**src/rtl/dac_write_scheduler.sv**
```systemverilog
// dac_write_scheduler: per-slave shadow words launched one at a time, round-robin.
// Optional WAIT timeout abort is compiled in when DAC_WR_TIMEOUT_EN is defined.
module dac_write_scheduler #(
  parameter int SPI_SLAVES     = 2,
  parameter int SPI_LENGTH     = 16,
  parameter int GAP_CYCLES     = 4,
  parameter int TIMEOUT_CYCLES = 4096
) (
  input  logic                             clk,
  input  logic                             rst,
  input  logic                             wr_en,
  input  logic [$clog2(SPI_SLAVES)-1:0]    wr_slave,
  input  logic [SPI_LENGTH-1:0]            wr_data,
  output logic [SPI_SLAVES-1:0]            new_reg,
  output logic [SPI_SLAVES*SPI_LENGTH-1:0] spi_data,
  input  logic                             bLDAC,
  output logic [SPI_SLAVES-1:0]            pending,
  output logic                             busy,
  output logic                             done,
  output logic                             timeout_err
);

  localparam int SW  = $clog2(SPI_SLAVES);
  localparam int SWP = SW + 1;
  localparam int GW  = (GAP_CYCLES > 1) ? $clog2(GAP_CYCLES) : 1;
  localparam logic [SW:0] NS = SWP'(SPI_SLAVES);

  typedef enum logic [1:0] {
    IDLE,
    LAUNCH,
    WAIT,
    GAP
  } state_t;

  state_t state, state_nx;

  logic [SW-1:0]         cur;
  logic [SW-1:0]         rr_ptr;
  logic [SW-1:0]         pick;
  logic                  pick_vld;
  logic [SW:0]           sum;
  logic                  bLDAC_q;
  logic                  rise;
  logic                  wr_ok;
  logic                  gap_last;
  logic                  to_hit;
  logic                  done_nx;
  logic                  to_nx;
  logic [GW-1:0]         gap_cnt;
  logic [SPI_SLAVES-1:0] pending_nx;
  logic [SPI_LENGTH-1:0] shadow [SPI_SLAVES];
  logic [SPI_LENGTH-1:0] live   [SPI_SLAVES];

  assign rise     = bLDAC & ~bLDAC_q;
  assign wr_ok    = wr_en && ({1'b0, wr_slave} < NS);
  assign gap_last = (int'(gap_cnt) == GAP_CYCLES - 1);
  assign busy     = (state != IDLE);

  for (genvar k = 0; k < SPI_SLAVES; k++) begin : g_live
    assign spi_data[k*SPI_LENGTH +: SPI_LENGTH] = live[k];
  end

  // Scan downward so the lowest offset from rr_ptr wins.
  always_comb begin
    pick     = '0;
    pick_vld = 1'b0;
    sum      = '0;
    for (int i = SPI_SLAVES - 1; i >= 0; i--) begin
      sum = {1'b0, rr_ptr} + SWP'(i);
      if (sum >= NS) sum = sum - NS;
      if (pending[sum[SW-1:0]]) begin
        pick     = sum[SW-1:0];
        pick_vld = 1'b1;
      end
    end
  end

  // A write landing on cur in the LAUNCH cycle re-arms it.
  always_comb begin
    pending_nx = pending;
    if (state == LAUNCH) pending_nx[cur] = 1'b0;
    if (wr_ok) pending_nx[wr_slave] = 1'b1;
  end

  always_comb begin
    state_nx = state;
    new_reg  = '0;
    done_nx  = 1'b0;
    to_nx    = 1'b0;
    unique case (state)
      IDLE: begin
        if (pick_vld) state_nx = LAUNCH;
      end
      LAUNCH: begin
        new_reg[cur] = 1'b1;
        state_nx     = WAIT;
      end
      WAIT: begin
        if (rise) begin
          done_nx  = 1'b1;
          state_nx = (GAP_CYCLES == 0) ? IDLE : GAP;
        end else if (to_hit) begin
          to_nx    = 1'b1;
          state_nx = (GAP_CYCLES == 0) ? IDLE : GAP;
        end
      end
      GAP: begin
        if (gap_last) state_nx = IDLE;
      end
    endcase
  end

  always_ff @(posedge clk or posedge rst) begin
    if (rst) begin
      state   <= IDLE;
      cur     <= '0;
      rr_ptr  <= '0;
      bLDAC_q <= 1'b1;
      pending <= '0;
      done    <= 1'b0;
      gap_cnt <= '0;
      for (int k = 0; k < SPI_SLAVES; k++) begin
        shadow[k] <= '0;
        live[k]   <= '0;
      end
    end else begin
      state   <= state_nx;
      bLDAC_q <= bLDAC;
      pending <= pending_nx;
      done    <= done_nx;
      gap_cnt <= (state == GAP) ? gap_cnt + 1'b1 : '0;
      if (state == IDLE && pick_vld) cur <= pick;
      if (state == LAUNCH) begin
        live[cur] <= shadow[cur];
        rr_ptr    <= (cur == SW'(SPI_SLAVES - 1)) ? '0 : cur + 1'b1;
      end
      if (wr_ok) shadow[wr_slave] <= wr_data;
    end
  end

`ifdef DAC_WR_TIMEOUT_EN
  localparam int TW = (TIMEOUT_CYCLES > 1) ? $clog2(TIMEOUT_CYCLES) : 1;

  logic [TW-1:0] wait_cnt;
  logic          to_q;

  assign to_hit      = (state == WAIT) && (wait_cnt == TW'(TIMEOUT_CYCLES - 1));
  assign timeout_err = to_q;

  always_ff @(posedge clk or posedge rst) begin
    if (rst) begin
      wait_cnt <= '0;
      to_q     <= 1'b0;
    end else begin
      wait_cnt <= (state == WAIT) ? wait_cnt + 1'b1 : '0;
      to_q     <= to_nx;
    end
  end
`else
  assign to_hit      = 1'b0;
  assign timeout_err = 1'b0;
`endif

endmodule
```
**config.mk**
```make
export PLATFORM = sky130hd
export DESIGN_NAME = dac_write_scheduler
export DESIGN_NICKNAME = d
export VERILOG_FILES = /design/src/rtl/dac_write_scheduler.sv
export SDC_FILE = /design/constraint.sdc
export NUM_CORES = 1
export LEC_CHECK = 0
export CORE_MARGIN = 2
export CORE_UTILIZATION = 45
export CTS_CLUSTER_DIAMETER = 50
export DETAILED_ROUTE_END_ITERATION = 7
export PLACE_DENSITY = 0.79
export SLEW_MARGIN = 10
export SYNTH_ARGS = -nofsm -noshare
export SYNTH_HDL_FRONTEND = slang
export SYNTH_SLANG_ARGS = --single-unit
```
**constraint.sdc**
```tcl
create_clock -name clk -period 6.3 [get_ports clk]
set_input_delay 0.63 -clock clk [delete_from_list [all_inputs] [get_ports clk]]
set_output_delay 0.63 -clock clk [all_outputs]
set_load 0.01 [all_outputs]
```
## Word-level counts from Yosys, hierarchy flattened

Index checks and enable logic that the tools add are counted.

- Logic and storage cells: 84
- Register bits after elaboration: 74

- Add/sub/neg operators: 5
- Magnitude comparators: 12
- Reduce and logical (&&, ||, !) cells: 8
- Eq/ne operators: 7
- Bitwise operators: 7
- Muxes and demuxes: 34

Operators with widths:

| kind | count |
|---|---|
| $mux 16 | 5 |
| $bwmux 32 | 2 |
| $demux 16 s1 | 2 |
| $mux 1 | 15 |
| $mux 2 | 7 |
| $lt 1x2->1 const B | 4 |
| $pmux 2 s4 | 1 |
| $ge 2x2->1 const B | 3 |
| $ne 2x2->1 const B | 3 |
| $logic_and 1x1->1 | 5 |
| $eq 2x1->1 const B | 2 |
| $eq 2x2->1 const B | 2 |
| $lt 2x1->1 const B | 2 |
| $not 1->2 | 2 |
| $reduce_and 3->1 | 1 |
| $add 1x1->2 const B | 1 |
| $add 2x1->2 const B | 1 |
| $and 2x2->2 | 1 |
| $demux 1 s1 | 2 |
| $ge 1x1->1 const B | 2 |
| $ge 1x2->1 const B | 1 |
| $logic_not 2->1 | 1 |
| $not 2->2 | 1 |
| $or 2x2->2 | 1 |
| 5 further kinds | 6 |

## Logic depth before layout (Yosys ltp)

Gate-level depths: netlist (run 1).

- Depth after elaboration: 9
- Depth in mapped cells: 7

## Worst setup path before layout (run 1)

No wires, ideal clock.

- Path type: register -> output
- Start: register state[1]
- End: output new_reg[1]
- Cell stages (with the launch flop): 6
- Setup slack: 4.560 ns
- Data arrival time: 1.110 ns
- Required time: 5.670 ns
- Buffers on the path: 1
- Cells stage by stage: dfrtp_1 -> inv_1 -> ha_1 -> nand2_2 -> buf_2 -> inv_1

- Cells in the longest elaborated chain, start to end: 2

RTL lines:

| element | RTL line | source |
|---|---|---|
| from (decl) | 35 | `state_t state, state_nx;` |
| from (signal assigned) | 127 | `state <= state_nx;` |
| $eq 2x1->1 | 90 | `unique case (state)` |
| $mux 2 | 90 |  |
| to (decl) | 14 | `output logic [SPI_SLAVES-1:0] new_reg,` |

No other way between the ends.

## Worst setup path in the final report (run 1)

Same ends and word-level chain as after synthesis.

==> results of run 1 <==
[placed cells by master, fill, tap and decap left out, types with 2 or more instances in the layout]
master | netlist | final
sky130_fd_sc_hd__buf_4 | 2 | 2
sky130_fd_sc_hd__bufinv_16 | 0 | 2
sky130_fd_sc_hd__clkbuf_8 | 0 | 11
sky130_fd_sc_hd__clkdlybuf4s50_1 | 0 | 58
sky130_fd_sc_hd__clkinvlp_4 | 0 | 2
sky130_fd_sc_hd__dfrtp_1 | 73 | 73
sky130_fd_sc_hd__ha_1 | 6 | 6
sky130_fd_sc_hd__inv_1 | 9 | 8
sky130_fd_sc_hd__mux2_2 | 64 | 64
sky130_fd_sc_hd__nand2_1 | 5 | 5
sky130_fd_sc_hd__nand2_2 | 2 | 2
sky130_fd_sc_hd__nand2b_1 | 2 | 2
sky130_fd_sc_hd__nor2_1 | 2 | 2
[power by group through the flow]
stage	sequential (mW)	combinational [mW]	clock, mW
6_report	0.725	0.633	0.412
5_1_grt	0.745	0.682	0.436
4_1_cts	0.726	0.644	0.421
3_5_place_dp	0.733	0.641	0
3_3_place_gp	0.729	0.623	0
2_1_floorplan	0.772	0.289	0
[synthesized netlist by cell type, types with 2 or more instances]
master / count / area, um^2
sky130_fd_sc_hd__nor2_1: 2 / 7.51
sky130_fd_sc_hd__nand2b_1: 2 / 12.5
sky130_fd_sc_hd__buf_6: 3 / 33.8
sky130_fd_sc_hd__nand2_1: 5 / 18.8
sky130_fd_sc_hd__ha_1: 6 / 75.1
sky130_fd_sc_hd__buf_2: 2 / 10.0
sky130_fd_sc_hd__buf_4: 2 / 15.0
sky130_fd_sc_hd__inv_1: 9 / 33.8
sky130_fd_sc_hd__nand2_2: 2 / 12.5
sky130_fd_sc_hd__dfrtp_1: 73 / 1830
sky130_fd_sc_hd__mux2_2: 64 / 721
[cell families after synthesis]
| group | Yosys count | share of synthesized area (%) |
|---|---|---|
| and+or+nand+nor | 14 | 2.69 |
| DFF | 74 | 64.3 |
| buffers and inverters | 16 | 3.21 |
| other | 1 | 0.130 |
| adders and majority gates | 6 | 2.61 |
| AOI/OAI and AO/OA | 6 | 1.61 |
| muxes | 65 | 25.4 |
[final cells by class]
cell class | instances | area, um^2 | area share [%]
inverter | 9 | 33.8 | 0.903
clock buffer | 11 | 151 | 4.05
clock inverter | 4 | 75.1 | 2.01
tap | 77 | 96.3 | 2.58
multi-input combinational | 92 | 935 | 25.0
sequential | 74 | 1850 | 49.5
timing repair buffer | 60 | 596 | 15.9
[state kept, by name (all words and copies together), names as in the netlist]
name      cells
bLDAC_q       1
cur           1
done          1
gap_cnt       2
pending       2
rr_ptr        1
shadow       32
spi_data     32
state         2
[metrics by stage]
| step | hold WS [ns] | instances | instance area (um^2) | setup slack [ns] | power, mW |
|---|---|---|---|---|---|
| 5_1_grt | 0.468 | 327 | 3740 | 3.53 | 1.86 |
| 2_1_floorplan | 0.409 | 182 | 2880 | 3.79 | 1.06 |
| 4_1_cts | 0.443 | 327 | 3740 | 3.63 | 1.79 |
| 3_3_place_gp | 0.421 | 312 | 3510 | 3.93 | 1.35 |
| 6_report | 0.440 | 327 | 3740 | 3.67 | 1.77 |
| 3_5_place_dp | 0.433 | 312 | 3510 | 3.91 | 1.37 |
[worst paths after layout]
kind,from,to,slack [ns],cells past startpoint
setup / recovery,state[1]$_DFFE_PP0P_,new_reg[1],3.67,5
hold / removal,gap_cnt[0]$_DFF_PP0_,gap_cnt[0]$_DFF_PP0_,0.44,1
setup reg to reg,state[0]$_DFFE_PP0P_,state[1]$_DFFE_PP0P_,4.67,4
hold reg to reg,gap_cnt[0]$_DFF_PP0_,gap_cnt[0]$_DFF_PP0_,0.44,1
max in group asynchronous,rst,gap_cnt[0]$_DFF_PP0_,4.83,3
min in group asynchronous,rst,state[0]$_DFFE_PP0P_,0.88,3
[critical path: cells and delay by family, from the launching register on]
family	cells	cell delay, ns
fa+ha+maj	1	0.20
flops	1	0.41
buf+inv	3	0.76
simple gates	1	0.29
[routing by layer]
metal	up-vias	track usage, %
met3	9	3.36
met4	0	8.80
met2	46	24.0
li1	752	-
met1	823	19.5
met5	-	0
==> flow_summary.ini, run 1 <==
[run_status]
run_status = finished clean

[pwr]
p_sw_share_pct = 28.1
clock_power_share_pct = 23.3
power.combinational.fraction_pct = 35.8
power.internal_mw = 1.27
power_leakage_nw = 1.65
sw_pwr_mw = 0.497
pwr_density_cell_nw_per_um2 = 473
power_frac_seq_pct = 40.9
peakVddDrop_mv = 0.267

[logic_synthesis]
register_area_share_after_synthesis_pct = 64.3
post_synth.cell_area_avg_um2 = 15.8
post_synth_num_cell_types = 23
yosys_register_bits = 74
syn_inst = 182
synthesis.nets = 209
synthesis.yosys.warnings = 0
post_synth_arst_share_pct = 100
synth_area_um2 = 2880
synth_top_flop_cell = sky130_fd_sc_hd__dfrtp_1
synth_edf_count = 0

[finish]
antennaDiodeCount = 0
finalCoreUtilization_pct = 59.6
fillers = 499
synthToLayoutAreaGrowth_pct = 29.8
layout.nets = 273
layout-drive-gt1-share_pct = 34.8

[die]
fp.dieArea_um2 = 7060
dieWidth_um = 84.0
floorplan.core_area_um2 = 6280
start_util_pct = 45.9
die-height_um = 84.0
io-pin-count = 60
std_cell_rows = 29

[worst_setup_path]
crit_path_frequent_cell = sky130_fd_sc_hd__inv_1
critical_path.max_stage_delay_ns = 0.54
critical_path.startpoint_type = flip-flop
timing.setup.critical_path_class = reg -> out
critical_path.cell_chain = inv_1 -> ha_1 -> nand2_2 -> inv_1 -> clkdlybuf4s50_1
critPathCaptureType = output port
worstPathArrival_ns = 2.00
worst-path-max-fanout = 18
cp.required_ns = 5.67
cpMaxStageDelayCell = sky130_fd_sc_hd__clkdlybuf4s50_1

[detailed_routing]
drt_iter0_markers = 46
route.vias.total = 1630
via_count_normalized_by_instance_count = 4.98
router_iterations_before_antenna_repair = 4
postRouteWirelength_um = 4970
detailroute.wirelength.met2_um = 2400
route.top_layer_used = met4
met3WireLength_um = 202
routedLengthMet1_um = 2250
final_antenna_net_count = 0
post_drt_wl_per_cell_um = 15.2
drc = 0

[timing]
final_hold_viol_count = 0
fin_tns_setup_ns = 0
finalCritPeriodShare_pct = 41.8
period_minus_slack_ns = 2.63
grt_setup_unrepaired = false
final-max-slew-violation-count = 0
finClkSkew_ns = 0.00508
worst_pin_slew_ns = 0.912
finalSetupViolCount = 0
max_freq_mhz = 380
relSlewSlack_pct = 39.2

[clock_network]
clk_pin_slew_worst_paths_ns = 0.07
cts_hold_repair.buffers = 0
clockRootBuffer = sky130_fd_sc_hd__clkbuf_8
clock_latency_ns = 0.34
cts_tree = yes
clock_tree.htree_level_count = 3
cts_repair_resize_count = 0
cts_post_setup_buffers_inserted = 0
cts_buffer_depth = 2
tritoncts.num_buffers = 9
clock-sinks = 74

[global_routing]
number_of_global_route_vias_before_repair = 1630
grt_pass1_wl_um = 8050
antenna_found_initial = 0
track_usage_pct = 15.2
grt_remaining_overflow = 0
largest_net_degree_at_the_start_of_global_routing = 75

[place]
gp_congestion = 0.697
io_buffer_count = 58
hpwl_reported_at_the_end_of_detailed_placement_um = 3190

[job]
max_cap_viol_count = 0

[min_path]
holdCritPathClass = reg -> reg
(Power assumes the default switching activity.)
==> inputs of run 2 (changes only) <==
clock period = 2.6 ns   (was 6.3 ns; I/O delays follow)
==> run 2 against run 1 <==
Global-route usage rose by 0.99 points. Wire length increased by 1.9%. Clock skew decreased by 0.0019 ns. Non-clock buffer count grew 3. Flip-flop and latch count is the same. Sequential power up 140%. Critical path type unchanged. Critical path depth stayed put. First-iteration DRC count stayed put. Die area did not move. Hold slack got worse by 0.12 ns. Largest cell class unchanged.
==> flow_summary.ini, run 2 (synthesized netlist as in run 1, its figures left out) <==
[clock_network]
cts_post_setup_buffers_inserted = 0
cts_tree = yes
clock_tree.htree_level_count = 3
cts_repair_resize_count = 0
clockRootBuffer = sky130_fd_sc_hd__clkbuf_8
cts_buffer_depth = 2
cts_hold_repair.buffers = 0
clock_latency_ns = 0.33
tritoncts.num_buffers = 9
clk_pin_slew_worst_paths_ns = 0.07
clock-sinks = 74

[finish]
antennaDiodeCount = 0
synthToLayoutAreaGrowth_pct = 30.0
finalCoreUtilization_pct = 59.7
layout_common_cells = sky130_fd_sc_hd__dfrtp_1 (73), sky130_fd_sc_hd__mux2_2 (64), sky130_fd_sc_hd__clkdlybuf4s50_1 (58)
fillers = 518
layout-drive-gt1-share_pct = 35.0
commonest_non_fill_non_tap_cell_in_the_layout = sky130_fd_sc_hd__dfrtp_1
layout.nets = 276

[run_status]
run_status = finished clean

[detailed_routing]
route.vias.total = 1643
router_iterations_before_antenna_repair = 4
via_count_normalized_by_instance_count = 4.96
postRouteWirelength_um = 5060
drt_iter0_markers = 46
post_drt_wl_per_cell_um = 15.3
final_antenna_net_count = 0
drc = 0

[job]
max_cap_viol_count = 0

[worst_setup_path]
worst-path-max-fanout = 4
critical_path.startpoint_type = flip-flop
rr_startpoint = state[0]$_DFFE_PP0P_
timing.setup.critical_path_class = reg -> out
cp-startpoint = state[1]$_DFFE_PP0P_
cp.required_ns = 2.34
critPathCaptureType = output port
worstPathArrival_ns = 1.74

[global_routing]
grt_remaining_overflow = 0
antenna_found_initial = 0
number_of_global_route_vias_before_repair = 1803
track_usage_pct = 16.2
grt_pass1_wl_um = 8740
largest_net_degree_at_the_start_of_global_routing = 30

[place]
io_buffer_count = 58
hpwl_reported_at_the_end_of_detailed_placement_um = 3490
gp_congestion = 0.721

[timing]
final_hold_viol_count = 0
fin_tns_setup_ns = 0
finClkSkew_ns = 0.00321
final-max-slew-violation-count = 0
finalSetupViolCount = 0
period_minus_slack_ns = 2.00
finalCritPeriodShare_pct = 76.9
grt_setup_unrepaired = false
relSlewSlack_pct = 59.6
worst_pin_slew_ns = 0.605
max_freq_mhz = 500

[die]
io-pin-count = 60
fp.dieArea_um2 = 7060
dieWidth_um = 84.0
start_util_pct = 45.9
die-height_um = 84.0
std_cell_rows = 29
floorplan.core_area_um2 = 6280

[pwr]
pwr_density_cell_nw_per_um2 = 1120
power_leakage_nw = 1.65
peakVddDrop_mv = 0.486

[min_path]
holdCritPathClass = in -> async
## run 2: cell count changes in the layout (fill, tap and decap cells not counted), sizes merged
cell	delta
clkinvlp	-1
clkinv	+2
bufinv	-1
buf	+3
clkbuf	+1
## run 2: layout make-up
type / count / area [um^2] / area share, %
clock buffer: 12 / 145 / 3.88
inverter: 9 / 33.8 / 0.902
multi-input combinational: 92 / 935 / 25.0
clock inverter: 4 / 51.3 / 1.37
tap: 77 / 96.3 / 2.57
sequential: 74 / 1850 / 49.5
timing repair buffer: 63 / 631 / 16.8
## run 2: worst paths after layout
path | end | cells after the start | slack (ns)
max in group asynchronous | shadow[17]$_DFFE_PP0P_ | 3 | 1.59
setup reg to reg | state[1]$_DFFE_PP0P_ | 4 | 0.99
hold / removal | state[0]$_DFFE_PP0P_ | 2 | 0.32
min in group clk | bLDAC_q$_DFF_PP1_ | 1 | 0.42
setup / recovery | new_reg[0] | 5 | 0.60
hold reg to reg | gap_cnt[0]$_DFF_PP0_ | 1 | 0.46
## run 2: per-layer routing
layer | track usage (%) | vias to the layer above | part of all wire (%)
met2 | 25.8 | 42 | 48
met3 | 3.36 | 7 | 3.4
met5 | 0 | - | 0
met1 | 20.9 | 841 | 46
met4 | 8.80 | 0 | 1.9
li1 | - | 753 | -
## run 2: power by group
part           leakage (nW)  switching (mW)  total, mW  internal, mW
sequential            0.876           0.209       1.75          1.54
combinational         0.680           0.585       1.55         0.965
clock                0.0966           0.405      0.875         0.471
## run 2: critical path, cell delays in order (launching register included)
cell and delay (ns):
sky130_fd_sc_hd__dfrtp_1 0.42, sky130_fd_sc_hd__inv_1 0.11, sky130_fd_sc_hd__ha_1 0.21, sky130_fd_sc_hd__nand2b_1 0.09, sky130_fd_sc_hd__inv_1 0.06, sky130_fd_sc_hd__clkdlybuf4s50_1 0.52
## run 2: stage by stage
stage	cell area, um^2	power (mW)	hold WS (ns)	cells	worst slack (ns)
CTS	3740	4.22	0.327	331	0.577
global placement	3550	3.31	0.424	315	0.933
finish	3740	4.18	0.317	331	0.600
global route	3740	4.44	0.365	331	0.514
floorplan	2880	2.57	0.264	182	0.460
detailed placement	3550	3.34	0.440	315	0.887
==> inputs of run 3 (changes only) <==
clock period = 1.9 ns   (was 2.6 ns; I/O delays follow)
==> run 3 against run 2 <==
Worst setup slack got worse by 0.53 ns. Core utilization is 1.1 points higher. Via count grew 2.1%. First-iteration DRC count rose by 28%. Combinational power increased by 43%. Die area unchanged. Non-clock buffer count rose by 2. Highest routed layer unchanged. Cell count increased by 0.60%. Sequential power grew 37%. Largest power group unchanged. Hold slack better by 0.0049 ns. Global-route usage decreased by 0.48 points. Sequential share of layout area fell by 0.89 points.
==> flow_summary.ini, run 3 (synthesized netlist as in run 1, its figures left out) <==
[run_status]
run_status = finished clean

[clock_network]
cts_tree = yes
clock-sinks = 74
clock_latency_ns = 0.33
tritoncts.num_buffers = 9
clock_tree.htree_level_count = 3
cts_hold_repair.buffers = 0
clockRootBuffer = sky130_fd_sc_hd__clkbuf_8
cts_buffer_depth = 2
clk_pin_slew_worst_paths_ns = 0.07

[worst_setup_path]
combined_buffer_and_inverter_count_along_the_critical_path = 3
timing.reg2reg.worst_path_depth = 5
cp.required_ns = 1.71
critical_path.cell_chain = inv_2 -> ha_4 -> nand2_2 -> inv_1 -> clkdlybuf4s50_1
worstPathArrival_ns = 1.64
critPathCaptureType = output port
rr_startpoint = state[0]$_DFFE_PP0P_
critical_path.max_stage_delay_ns = 0.52
critical_path.startpoint_type = flip-flop
worstReg2RegEnd = state[1]$_DFFE_PP0P_
worst-path-max-fanout = 3
reg2reg_slack_ns = 0.10
timing.setup.critical_path_class = reg -> out
cpMaxStageDelayCell = sky130_fd_sc_hd__clkdlybuf4s50_1
cp_top_family = buffers and inverters

[global_routing]
grt_pass1_wl_um = 8540
antenna_found_initial = 0
number_of_global_route_vias_before_repair = 1705
track_usage_pct = 15.7
largest_net_degree_at_the_start_of_global_routing = 75
grt_remaining_overflow = 0

[finish]
commonest_non_fill_non_tap_cell_in_the_layout = sky130_fd_sc_hd__dfrtp_1
layout_common_cells = sky130_fd_sc_hd__dfrtp_1 (73), sky130_fd_sc_hd__mux2_2 (64), sky130_fd_sc_hd__clkdlybuf4s50_1 (57)
layout-drive-gt1-share_pct = 36.7
layout.cell_area.non_filler_um2 = 3810
synthToLayoutAreaGrowth_pct = 32.4
layout.nets = 278
antennaDiodeCount = 0

[timing]
final_hold_viol_count = 0
grt_setup_unrepaired = false
finalCritPeriodShare_pct = 96.4
finalSetupViolCount = 0
period_minus_slack_ns = 1.83
timing.hold.ws_ns = 0.322
max_freq_mhz = 546
finClkSkew_ns = 0.00820
fin_tns_setup_ns = 0
final-max-slew-violation-count = 0

[die]
std_cell_rows = 29
floorplan.core_area_um2 = 6280
dieWidth_um = 84.0
die-height_um = 84.0
start_util_pct = 45.9
io-pin-count = 60
fp.dieArea_um2 = 7060

[pwr]
power_leakage_nw = 1.69
peakVddDrop_mv = 0.795
power_mw = 5.92
pwr_density_cell_nw_per_um2 = 1550

[place]
hpwl_reported_at_the_end_of_detailed_placement_um = 3250
placement_stage_cell_area_um2 = 3560
io_buffer_count = 58
gp_congestion = 0.682

[detailed_routing]
final_antenna_net_count = 0
post_drt_wl_per_cell_um = 15.3
drt_iter0_markers = 59
drc = 0
postRouteWirelength_um = 5090
via_count_normalized_by_instance_count = 5.04
router_iterations_before_antenna_repair = 5
route.vias.total = 1678

[job]
max_cap_viol_count = 0

[min_path]
holdCritPathClass = in -> async
## run 3: routing by layer
metal,GRT usage (%),up-vias,part of all wire (%)
met3,5.64,4,5.0
met4,5.72,0,0.94
li1,-,762,-
met1,20.4,867,45
met2,24.5,45,49
met5,0,-,0
## run 3: final cells by class
type	instances	area, um^2
Clock inverter	5	77.6
Inverter	9	37.5
Tap cell	77	96.3
Clock buffer	11	141
Multi-Input combinational cell	92	947
Sequential cell	74	1850
Timing Repair Buffer	65	661
Fill cell	498	2460
## run 3: how the worst max path moves through the flow
stage | from | depth (start not counted) | end | slack (ns)
6_report | state[1]$_DFFE_PP0P_ | 5 | new_reg[1] | 0.07
5_1_grt | state[0]$_DFFE_PP0P_ | 4 | busy | 0.004
4_1_cts | state[1]$_DFFE_PP0P_ | 5 | new_reg[0] | -0.03
3_5_place_dp | bLDAC | 4 | state[1]$_DFFE_PP0P_ | 0.25
3_3_place_gp | bLDAC | 4 | state[1]$_DFFE_PP0P_ | 0.30
2_1_floorplan | state[0]$_DFFE_PP0P_ | 4 | state[1]$_DFFE_PP0P_ | 0.41
## run 3: metrics by stage
stage / setup WS [ns] / util (%) / std cells
floorplan: 0.410 / - / 182
global placement: 0.304 / 56.7 / 314
detailed placement: 0.251 / 56.7 / 314
CTS: -0.0260 / 60.4 / 332
global route: 0.00360 / 60.8 / 333
finish: 0.0683 / 60.8 / 333
## run 3: where the power goes
| part | switching (mW) | internal, mW | leakage (nW) |
|---|---|---|---|
| clock network | 0.551 | 0.771 | 0.109 |
| registers | 0.279 | 2.11 | 0.876 |
| logic | 0.834 | 1.37 | 0.706 |
## run 3: tightest hold or removal path: stages
cell and delay [ns]:
sky130_fd_sc_hd__clkdlybuf4s50_1 0.45, sky130_fd_sc_hd__clkinvlp_4 0.10, sky130_fd_sc_hd__buf_12 0.33
## run 3: timing repair
action,CTS,global route
setup endpoints to repair,3,3
buffers inserted,2,1
resized for setup,1,3
pin swaps,0,0
gates cloned,0,0
